### config.mk
export PLATFORM = sky130hd
export DESIGN_NAME = aer_spike_encoder
export DESIGN_NICKNAME = d
export VERILOG_FILES = /design/src/rtl/aer_pkg.sv /design/src/rtl/aer_event_fifo.sv /design/src/rtl/aer_spike_encoder.sv
export SDC_FILE = /design/constraint.sdc
export NUM_CORES = 1
export LEC_CHECK = 0
export BUFFER_PORTS_ARGS = -buffer_cell sky130_fd_sc_hd__buf_2
export CORE_UTILIZATION = 60
export DETAILED_ROUTE_END_ITERATION = 8
export PLACE_DENSITY_LB_ADDON = 0.1
export REMOVE_ABC_BUFFERS = 1
export SLEW_MARGIN = 40
export SYNTH_ARGS = -nofsm -noshare
export SYNTH_HDL_FRONTEND = slang
export SYNTH_SLANG_ARGS = --single-unit
### constraint.sdc
create_clock -name clk -period 7.97 [get_ports clk]
set_input_delay 1.594 -clock clk [delete_from_list [all_inputs] [get_ports clk]]
set_output_delay 1.594 -clock clk [all_outputs]
set_load 0.005 [all_outputs]
### src/rtl/aer_pkg.sv
// Shared helpers for the AER spike encoder.
//   addr_w  : index width for N items (minimum 1 bit)
//   ptr_w   : FIFO pointer width, one extra wrap bit over the slot index
//   sat_add : saturating add clipped to a given bit width (width <= 63)
// Configuration macro: AER_TIMESTAMP_EN (used by the top and FIFO event layout).
package aer_pkg;

  function automatic int unsigned addr_w(input int unsigned n);
    return (n > 1) ? $clog2(n) : 1;
  endfunction

  function automatic int unsigned ptr_w(input int unsigned depth);
    return $clog2(depth) + 1;
  endfunction

  function automatic logic [63:0] sat_add(input logic [63:0] a, input logic [63:0] b,
                                          input int unsigned width);
    logic [64:0] sum;
    logic [63:0] lim;
    lim = (width >= 64) ? '1 : ((64'd1 << width) - 64'd1);
    sum = {1'b0, a} + {1'b0, b};
    if (sum > {1'b0, lim}) begin
      return lim;
    end
    return sum[63:0];
  endfunction

endpackage

### src/rtl/aer_event_fifo.sv
// Synchronous FIFO of AER events.
//   clk, rst_n  : clock, synchronous active-low reset (clears pointers and storage)
//   push, wdata : write request and event; ignored while full
//   pop         : advance head; ignored while empty
//   rdata       : head event (stale content when empty)
//   full, empty : derived from registered pointers only, so a pop never frees
//                 space for a push in the same cycle
// Configuration macro: AER_TIMESTAMP_EN only changes event_t chosen by the parent.
module aer_event_fifo
  import aer_pkg::*;
#(
  parameter int unsigned Depth = 16,
  parameter type event_t = logic [7:0]
) (
  input  logic   clk,
  input  logic   rst_n,
  input  logic   push,
  input  event_t wdata,
  input  logic   pop,
  output event_t rdata,
  output logic   full,
  output logic   empty
);

  localparam int unsigned PtrW = ptr_w(Depth);

  logic [PtrW-1:0] wptr_q, rptr_q;
  event_t          mem_q [Depth];
  logic            do_push, do_pop;

  // Extra MSB distinguishes full from empty when the slot indices match.
  assign full  = (wptr_q[PtrW-1] != rptr_q[PtrW-1]) &&
                 (wptr_q[PtrW-2:0] == rptr_q[PtrW-2:0]);
  assign empty = (wptr_q == rptr_q);

  assign do_push = push && !full;
  assign do_pop  = pop && !empty;
  assign rdata   = mem_q[rptr_q[PtrW-2:0]];

  always_ff @(posedge clk) begin
    if (!rst_n) begin
      wptr_q <= '0;
      rptr_q <= '0;
      for (int unsigned i = 0; i < Depth; i++) begin
        mem_q[i] <= '0;
      end
    end else begin
      if (do_push) begin
        mem_q[wptr_q[PtrW-2:0]] <= wdata;
        wptr_q                  <= wptr_q + PtrW'(1);
      end
      if (do_pop) begin
        rptr_q <= rptr_q + PtrW'(1);
      end
    end
  end

endmodule

### src/rtl/aer_spike_encoder.sv
// AER spike encoder: captures per-neuron spikes, serialises them one per cycle
// through a round-robin arbiter into an event FIFO, and streams the events out.
//   clk, rst_n  : clock, synchronous active-low reset
//   spike_in    : one bit per neuron, 1 = spike this cycle
//   aer_valid   : FIFO head holds an event
//   aer_ready   : consumer accepts the head event when aer_valid && aer_ready
//   aer_addr    : neuron index of head event
//   aer_ts      : push-cycle timestamp of head event (0 when timestamps disabled)
//   overflow    : sticky, a spike was merged into an already pending one
//   drop_count  : number of merged (lost) spikes, saturating
// Configuration macro: AER_TIMESTAMP_EN adds the timestamp counter and FIFO ts field.
module aer_spike_encoder
  import aer_pkg::*;
#(
  parameter int unsigned N_NEURONS  = 8,
  parameter int unsigned FIFO_DEPTH = 16,
  parameter int unsigned TS_WIDTH   = 16,
  parameter int unsigned CNT_WIDTH  = 16,
  localparam int unsigned ADDR_W    = addr_w(N_NEURONS)
) (
  input  logic                 clk,
  input  logic                 rst_n,
  input  logic [N_NEURONS-1:0] spike_in,
  output logic                 aer_valid,
  input  logic                 aer_ready,
  output logic [ADDR_W-1:0]    aer_addr,
  output logic [TS_WIDTH-1:0]  aer_ts,
  output logic                 overflow,
  output logic [CNT_WIDTH-1:0] drop_count
);

  // Event layout depends on this instance's widths, so it is declared here.
`ifdef AER_TIMESTAMP_EN
  typedef struct packed {
    logic [ADDR_W-1:0]   addr;
    logic [TS_WIDTH-1:0] ts;
  } aer_event_t;
`else
  typedef struct packed {
    logic [ADDR_W-1:0] addr;
  } aer_event_t;
`endif

  logic [N_NEURONS-1:0] pending_q, pending_d;
  logic [N_NEURONS-1:0] grant, collide;
  logic [ADDR_W-1:0]    rr_q, rr_d;
  logic [ADDR_W-1:0]    gnt_idx;
  logic                 gnt_valid, push, pop;
  logic                 overflow_q, overflow_d;
  logic [CNT_WIDTH-1:0] drop_q, drop_d;
  logic                 fifo_full, fifo_empty;
  aer_event_t           wr_ev, head_ev;

  // Round-robin search: first pending neuron at or after rr_q.
  always_comb begin : arbiter
    int unsigned idx;
    gnt_valid = 1'b0;
    gnt_idx   = '0;
    idx       = 0;
    for (int unsigned i = 0; i < N_NEURONS; i++) begin
      idx = (32'(rr_q) + i) % N_NEURONS;
      if (!gnt_valid && pending_q[ADDR_W'(idx)]) begin
        gnt_valid = 1'b1;
        gnt_idx   = ADDR_W'(idx);
      end
    end
  end

  always_comb begin
    push       = gnt_valid && !fifo_full;
    grant      = push ? (N_NEURONS'(1) << gnt_idx) : '0;
    // A new spike on a still-pending, ungranted line cannot be told apart: it is lost.
    collide    = spike_in & pending_q & ~grant;
    pending_d  = (pending_q & ~grant) | spike_in;
    rr_d       = rr_q;
    if (push) begin
      rr_d = (gnt_idx == ADDR_W'(N_NEURONS - 1)) ? '0 : gnt_idx + ADDR_W'(1);
    end
    overflow_d = overflow_q | (|collide);
    drop_d     = CNT_WIDTH'(sat_add(64'(drop_q), 64'($countones(collide)), CNT_WIDTH));
  end

  always_ff @(posedge clk) begin
    if (!rst_n) begin
      pending_q  <= '0;
      rr_q       <= '0;
      overflow_q <= 1'b0;
      drop_q     <= '0;
    end else begin
      pending_q  <= pending_d;
      rr_q       <= rr_d;
      overflow_q <= overflow_d;
      drop_q     <= drop_d;
    end
  end

`ifdef AER_TIMESTAMP_EN
  logic [TS_WIDTH-1:0] ts_q, ts_d;

  assign ts_d = ts_q + TS_WIDTH'(1);

  always_ff @(posedge clk) begin
    if (!rst_n) begin
      ts_q <= '0;
    end else begin
      ts_q <= ts_d;
    end
  end

  assign wr_ev.addr = gnt_idx;
  assign wr_ev.ts   = ts_q;
  assign aer_ts     = head_ev.ts;
`else
  assign wr_ev.addr = gnt_idx;
  assign aer_ts     = '0;
`endif

  assign pop = aer_valid && aer_ready;

  aer_event_fifo #(
    .Depth   (FIFO_DEPTH),
    .event_t (aer_event_t)
  ) u_fifo (
    .clk   (clk),
    .rst_n (rst_n),
    .push  (push),
    .wdata (wr_ev),
    .pop   (pop),
    .rdata (head_ev),
    .full  (fifo_full),
    .empty (fifo_empty)
  );

  assign aer_valid  = !fifo_empty;
  assign aer_addr   = head_ev.addr;
  assign overflow   = overflow_q;
  assign drop_count = drop_q;

endmodule

==> reports/results.ini, run 1 <==
[synthesis]
synthCells=524
netlist_area_mm2=0.00560
synth-edff-count=48
synth_flop_cell=edfxtp_1
muxShareOfSynthArea_pct=14.2
ys_seq_area_share_pct=40.7
yosysWarnings=0
synth_async_sr_flop_share_pct=0
synth-xor-area-share_pct=4.51
synth_top_family_by_area=simple AND/OR/NAND/NOR gates
synth.avg_cell_area_um2=10.7
synthAdderAreaFrac_pct=6.03
synth_compound_area_share_pct=12.5
ys_types=66
ys_ff_latch=90
yosys.area_share.simple_pct=14.6

[clocking]
postCtsSetupRepairBufs=0
cts_buffers=9
cts_tree=built
clkSlewWorstSetupHoldPaths_ps=110
clockBufferDepth=2
clkLatencyLatePin_ps=370
htreeDepth=3
clock-sinks=90
clockRootBuffer=clkbuf_8

[placed_design]
io_buffer_count=31
routabilityCongestion=0.873
dp_cells=630
place_ws_ps=534
dp.final_hpwl_mm=7.95

[die]
fp.dieW_um=98.6
num_io_pins=48
rows=34
dieArea_mm2=0.00973
core_mm2=0.00889
die_height_um=98.6
initial_utilization_pct=63.0

[job]
maxCapViolCount=0

[pwr]
p_clk_share_pct=13.8
p_leak_nw=2.27
ir_worst_vdd_mv=0.281
p_int_mw=1.23
swShare_pct=46.7
combPwrFrac_pct=58.6
p_seq_share_pct=27.7
switchingPower_mw=1.08
power.density_mw_per_mm2=390

[global_route]
grt_pass1_vias=3905
grt.busiest_layer=met2
grt_max_degree=47
grt_use_met3_pct=4.40
antenna_found_initial=0
grt_util_met1_pct=31.4
grtUsageMet2_pct=43.4
grtUsageTotal_pct=24.9
grt_pass1_wl_mm=19.1
grt_overflow=0

[timing]
timing.final.ws_setup_ps=558
worst_slew_pin_slew_ps=685
fmax_mhz=135
slew_violations=0
period_share_pct=93.0
setup_tns_ps=0
final.min_clock_period_ps=7410
rsz0062_at_grt=false
hold_viol=0
finalClockSkew_ps=14.0
finalSetupViolations=0
slew_headroom_pct=54.2

[routing]
drc=0
postRouteAntennaNets=0
routedWlPerCell_um=17.7
routed_wl_mm=11.4
vias_per_cell=6.11
via_count=3948
firstDrtPassIters=5
drt-initial-drc-count=186

[setup_path]
crit_arrival_ps=7700
crit_path_end_kind=flop
worstSetupPathType=reg -> reg
critPathSlowestCell=mux4_2
crit_top_cell=inv_1
r2r_end=drop_count[2]$_SDFF_PN0_
required_ps=8260
reg2reg_depth=29
worstSetupStartpointType=flop
reg2reg_from=rr_q[1]$_SDFFE_PN0P_
regToRegSetupSlack_ps=560
cp_max_fo=19
critPathMaxStageDelay_ps=630

[worst_hold_path]
hold_class=reg -> reg
hold_start=u_fifo.wptr_q[4]$_SDFFE_PN0P_
holdPathStages=1
worstHoldEndpoint=u_fifo.wptr_q[4]$_SDFFE_PN0P_

[finish]
layout.nets=568
area_growth_pct=5.47
stdcell_count=646
diodes=0
drive_gt1_share_pct=19.5

[outcome]
status=finished, final reports clean

[layer usage]
layer / routed length [µm] / vias up
met5: 0 / -
met3: 606 / 23
met1: 5020 / 1872
li1: - / 1922
met4: 233 / 0
met2: 5570 / 131
[registers in the layout (all words and copies together) (netlist names), named ones only]
| signal | cells |
|---|---|
| u_fifo.rptr_q | 5 |
| u_fifo.wptr_q | 5 |
| u_fifo.mem_q | 48 |
| pending_q | 8 |
| overflow | 1 |
| rr_q | 3 |
| drop_count | 16 |
[cells in the mapped netlist (10+ instances only)]
cell / instances / area share (%)
clkbuf_1: 20 / 1.3
xnor2_1: 14 / 2.2
a21oi_1: 26 / 2.3
xor2_1: 13 / 2.0
dfxtp_1: 42 / 15
edfxtp_1: 48 / 26
nand2_1: 41 / 2.7
ha_1: 19 / 4.2
nor3_1: 16 / 1.4
buf_4: 17 / 2.3
inv_1: 29 / 1.9
nor2_1: 31 / 2.1
nor4_1: 27 / 3.0
buf_2: 13 / 1.2
o31ai_1: 10 / 1.3
mux4_2: 27 / 11
and2_1: 10 / 1.1
[power by group through the flow]
stage	clock (mW)	sequential [mW]	combinational, mW
floorplan	0	0.646	0.989
global placement	0	0.647	1.31
detailed placement	0	0.649	1.33
CTS	0.320	0.638	1.34
global route	0.339	0.651	1.50
finish	0.317	0.638	1.35
[placed cells by master, fill, tap and decap left out, drive strengths merged, types with 16 or more instances in the layout]
| cell | count |
|---|---|
| edfxtp | 48 |
| buf | 38 |
| mux4 | 27 |
| a21oi | 26 |
| inv | 32 |
| conb | 16 |
| nand2 | 43 |
| ha | 19 |
| dfxtp | 42 |
| nor3 | 16 |
| nor2 | 31 |
| nor4 | 28 |
[worst max-delay path, delay by kind of cell (launching register included)]
family	cells	cell delay, ps
DFF	1	340
and+or+nand+nor	5	1100
muxes	2	930
AOI/OAI and AO/OA	8	1450
adders and majority gates	7	2900
buffers and inverters	7	600
[cells by family after synthesis]
group,count (synthesis)
AO/OA/AOI/OAI,97
XOR/XNOR,28
adder cells (fa/ha/maj),24
buffers and inverters,84
flip-flops,90
multiplexers,43
other,1
AND/OR/NAND/NOR,157
[worst max path at each step]
stage,start,to,cells past startpoint
floorplan,rr_q[0]$_SDFFE_PN0P_,drop_count[0]$_SDFF_PN0_,26
global placement,rr_q[0]$_SDFFE_PN0P_,drop_count[0]$_SDFF_PN0_,29
detailed placement,rr_q[1]$_SDFFE_PN0P_,drop_count[2]$_SDFF_PN0_,29
CTS,rr_q[0]$_SDFFE_PN0P_,drop_count[2]$_SDFF_PN0_,29
global route,rr_q[1]$_SDFFE_PN0P_,drop_count[2]$_SDFF_PN0_,29
finish,rr_q[1]$_SDFFE_PN0P_,drop_count[2]$_SDFF_PN0_,29
[stage by stage]
step | utilization, % | area, µm² | power, mW | hold slack [ps]
6_report | 66.5 | 5910 | 2.31 | 495
5_1_grt | 66.5 | 5910 | 2.49 | 510
3_5_place_dp | 64.1 | 5700 | 1.98 | 480
3_3_place_gp | 64.1 | 5700 | 1.95 | 476
4_1_cts | 66.4 | 5910 | 2.30 | 496
2_1_floorplan | - | 5360 | 1.64 | 460
[final cells by class]
type | count | area, µm²
flip-flops and latches | 90 | 2280
fillers | 719 | 2980
well taps | 108 | 135
inverters | 29 | 109
multi-input cells | 365 | 2970
clock inverters | 7 | 81.3
clock buffers | 9 | 124
repair buffers | 38 | 208
[what timing repair did]
action | CTS | global route
hold endpoints to repair | 0 | 0
resized for setup | 0 | 1
hold buffers | 0 | 0
endpoints found under the setup margin | 0 | 6
No activity file was read; power rests on OpenSTA's default activity.
==> inputs of run 2 (changes only) <==
- ABC_AREA: not set -> 1
- clock period: 7.97 -> 7.8 ns (I/O delays scaled with it)
==> run 2 against run 1 <==
Effect of this change:
- critical path depth rose by 8
- synthesized cell count rose by 20%
- register-to-register slack improved by 240 ps
- hold slack improved by 33 ps
- cell count rose by 19%
- flip-flop and latch count did not move
- wire length fell by 8.2%
- non-clock buffer count fell by 3
- critical endpoint is now drop_count[9]$_SDFF_PN0_
==> reports/results.ini, run 2 <==
[pwr]
p_int_mw=1.15
combPwrFrac_pct=58.7
p_seq_share_pct=27.5
switchingPower_mw=1.14
swShare_pct=49.9
p_clk_share_pct=13.8
ir_worst_vdd_mv=0.250
power.density_mw_per_mm2=408
p_leak_nw=2.55

[setup_path]
critical_path_buf_inv_count=10
regToRegSetupSlack_ps=790
crit_path_end_kind=flop
crit_top_cell=inv_1
crit_arrival_ps=7290
critPathSlowestCell=fa_1
worstSetupPathType=reg -> reg
required_ps=8080
cp-startpoint=rr_q[0]$_SDFFE_PN0P_
reg2reg_from=rr_q[0]$_SDFFE_PN0P_
crit_family=adder cells
worstSetupStartpointType=flop
reg2reg_depth=37
critPathMaxStageDelay_ps=560
r2r_end=drop_count[9]$_SDFF_PN0_
cp_max_fo=16

[synthesis]
synth_async_sr_flop_share_pct=0
netlist.area_leader.share_pct=27.2
synth.avg_cell_area_um2=8.39
synthCells=631
yosys.area.top_type=edfxtp_1
synth_flop_cell=edfxtp_1
ys_ff_latch=90
yosysMostFrequentCell=nand2_1
ys_types=42
synth-edff-count=48
synthTopCellsByArea=edfxtp_1, dfxtp_1, nand2_1
yosysWarnings=0
ys_seq_area_share_pct=43.1
synth_common_cells=nand2_1, nor2_1, inv_1
netlist_area_mm2=0.00529

[timing]
slew_headroom_pct=61.4
setup_tns_ps=0
period_share_pct=89.8
final.min_clock_period_ps=7010
worst_slew_pin_slew_ps=579
slew_violations=0
hold_viol=0
hold_slack_ps=528
finalClockSkew_ps=9.66
rsz0062_at_grt=false
finalSetupViolations=0
fmax_mhz=143

[routing]
drc=0
via_count=4080
vias_per_cell=5.33
firstDrtPassIters=4
postRouteAntennaNets=0
routedWlPerCell_um=13.7
drt-initial-drc-count=150
routed_wl_mm=10.5

[placed_design]
routabilityCongestion=0.899
io_buffer_count=31
dp.final_hpwl_mm=7.66

[clocking]
postCtsHoldBufs=0
clkLatencyLatePin_ps=350
htreeDepth=3
cts_buffers=9
clock-sinks=90
cts_tree=built
clockRootBuffer=clkbuf_8
clockBufferDepth=2
clkSlewWorstSetupHoldPaths_ps=100

[global_route]
antenna_found_initial=0
grtUsageMet2_pct=43.8
grt_max_degree=37
grt_pass1_vias=3928
grt_util_met1_pct=31.0
grt.busiest_layer=met2
grt_use_met3_pct=4.98
grt_overflow=0
grtUsageTotal_pct=24.8
grt_pass1_wl_mm=17.5

[worst_hold_path]
worstHoldEndpoint=u_fifo.wptr_q[4]$_SDFFE_PN0P_
holdPathStages=1
hold_start=u_fifo.wptr_q[4]$_SDFFE_PN0P_
hold_class=reg -> reg

[finish]
area_growth_pct=6.26
largest_register_ffs=48
layout.nets=691
drive_gt1_share_pct=14.1
largest-register=u_fifo.mem_q
final_cell_mix=nand2_1, nor2_1, inv_1
final_common_cell=nand2_1
diodes=0

[die]
die_height_um=95.9
num_io_pins=48
initial_utilization_pct=63.2
dieArea_mm2=0.00920
fp.dieW_um=95.9
rows=33
core_mm2=0.00838

[job]
maxCapViolCount=0

[outcome]
status=finished, final reports clean

run 2: power groups by stage:
stage          registers [mW]  logic, mW  clock network, mW
2_1_floorplan           0.644      0.974                  0
3_3_place_gp            0.637       1.32                  0
3_5_place_dp            0.640       1.34                  0
4_1_cts                 0.629       1.35              0.318
5_1_grt                 0.638       1.52              0.339
6_report                0.630       1.35              0.317
run 2: layout make-up:
type                    count  area, µm²
clock buffers              11        153
clock inverters             5       42.5
fillers                   745       2760
inverters                  77        290
multi-input cells         443       2540
flip-flops and latches     90       2280
well taps                 105        131
repair buffers             35        185
run 2: cell families after synthesis:
family | synth area share [%]
AND/OR/NAND/NOR | 23.3
buffers and inverters | 10.0
AO/OA/AOI/OAI | 10.9
flip-flops | 43.1
adder cells (fa/ha/maj) | 6.38
XOR/XNOR | 3.95
multiplexers | 2.27
other | 0.0708
run 2: worst max-delay path by stage:
| stage | to | depth (start not counted) |
|---|---|---|
| floorplan | drop_count[10]$_SDFF_PN0_ | 36 |
| global placement | drop_count[14]$_SDFF_PN0_ | 36 |
| detailed placement | drop_count[15]$_SDFF_PN0_ | 36 |
| CTS | drop_count[15]$_SDFF_PN0_ | 36 |
| global route | drop_count[15]$_SDFF_PN0_ | 36 |
| finish | drop_count[9]$_SDFF_PN0_ | 37 |
run 2: repair_timing:
action / CTS / global route
resized for setup: 0 / 2
buffers inserted: 0 / 0
endpoints found under the setup margin: 0 / 16
run 2: per-layer routing:
metal / up-vias / part of all wire (%)
met5: - / 0
met4: 0 / 1.2
met3: 13 / 4.1
met2: 113 / 49
met1: 1865 / 45
li1: 2089 / -
run 2: metrics by stage:
stage               power (mW)  worst slack [ps]  cell area [µm²]  std cells  util, %
floorplan                 1.62              1110             5110        610        -
global placement          1.96               781             5430        750     64.7
detailed placement        1.97               561             5430        750     64.7
CTS                       2.29               526             5620        766     67.1
global route              2.50              23.0             5630        766     67.1
finish                    2.29               794             5630        766     67.1
run 2: worst reg2reg max path, delay by kind of cell, from the launching register on:
kind | cells | cell delay (ps)
AOI/OAI and AO/OA | 5 | 900
buffers and inverters | 10 | 940
adders and majority gates | 7 | 2720
DFF | 1 | 320
and+or+nand+nor | 15 | 2050
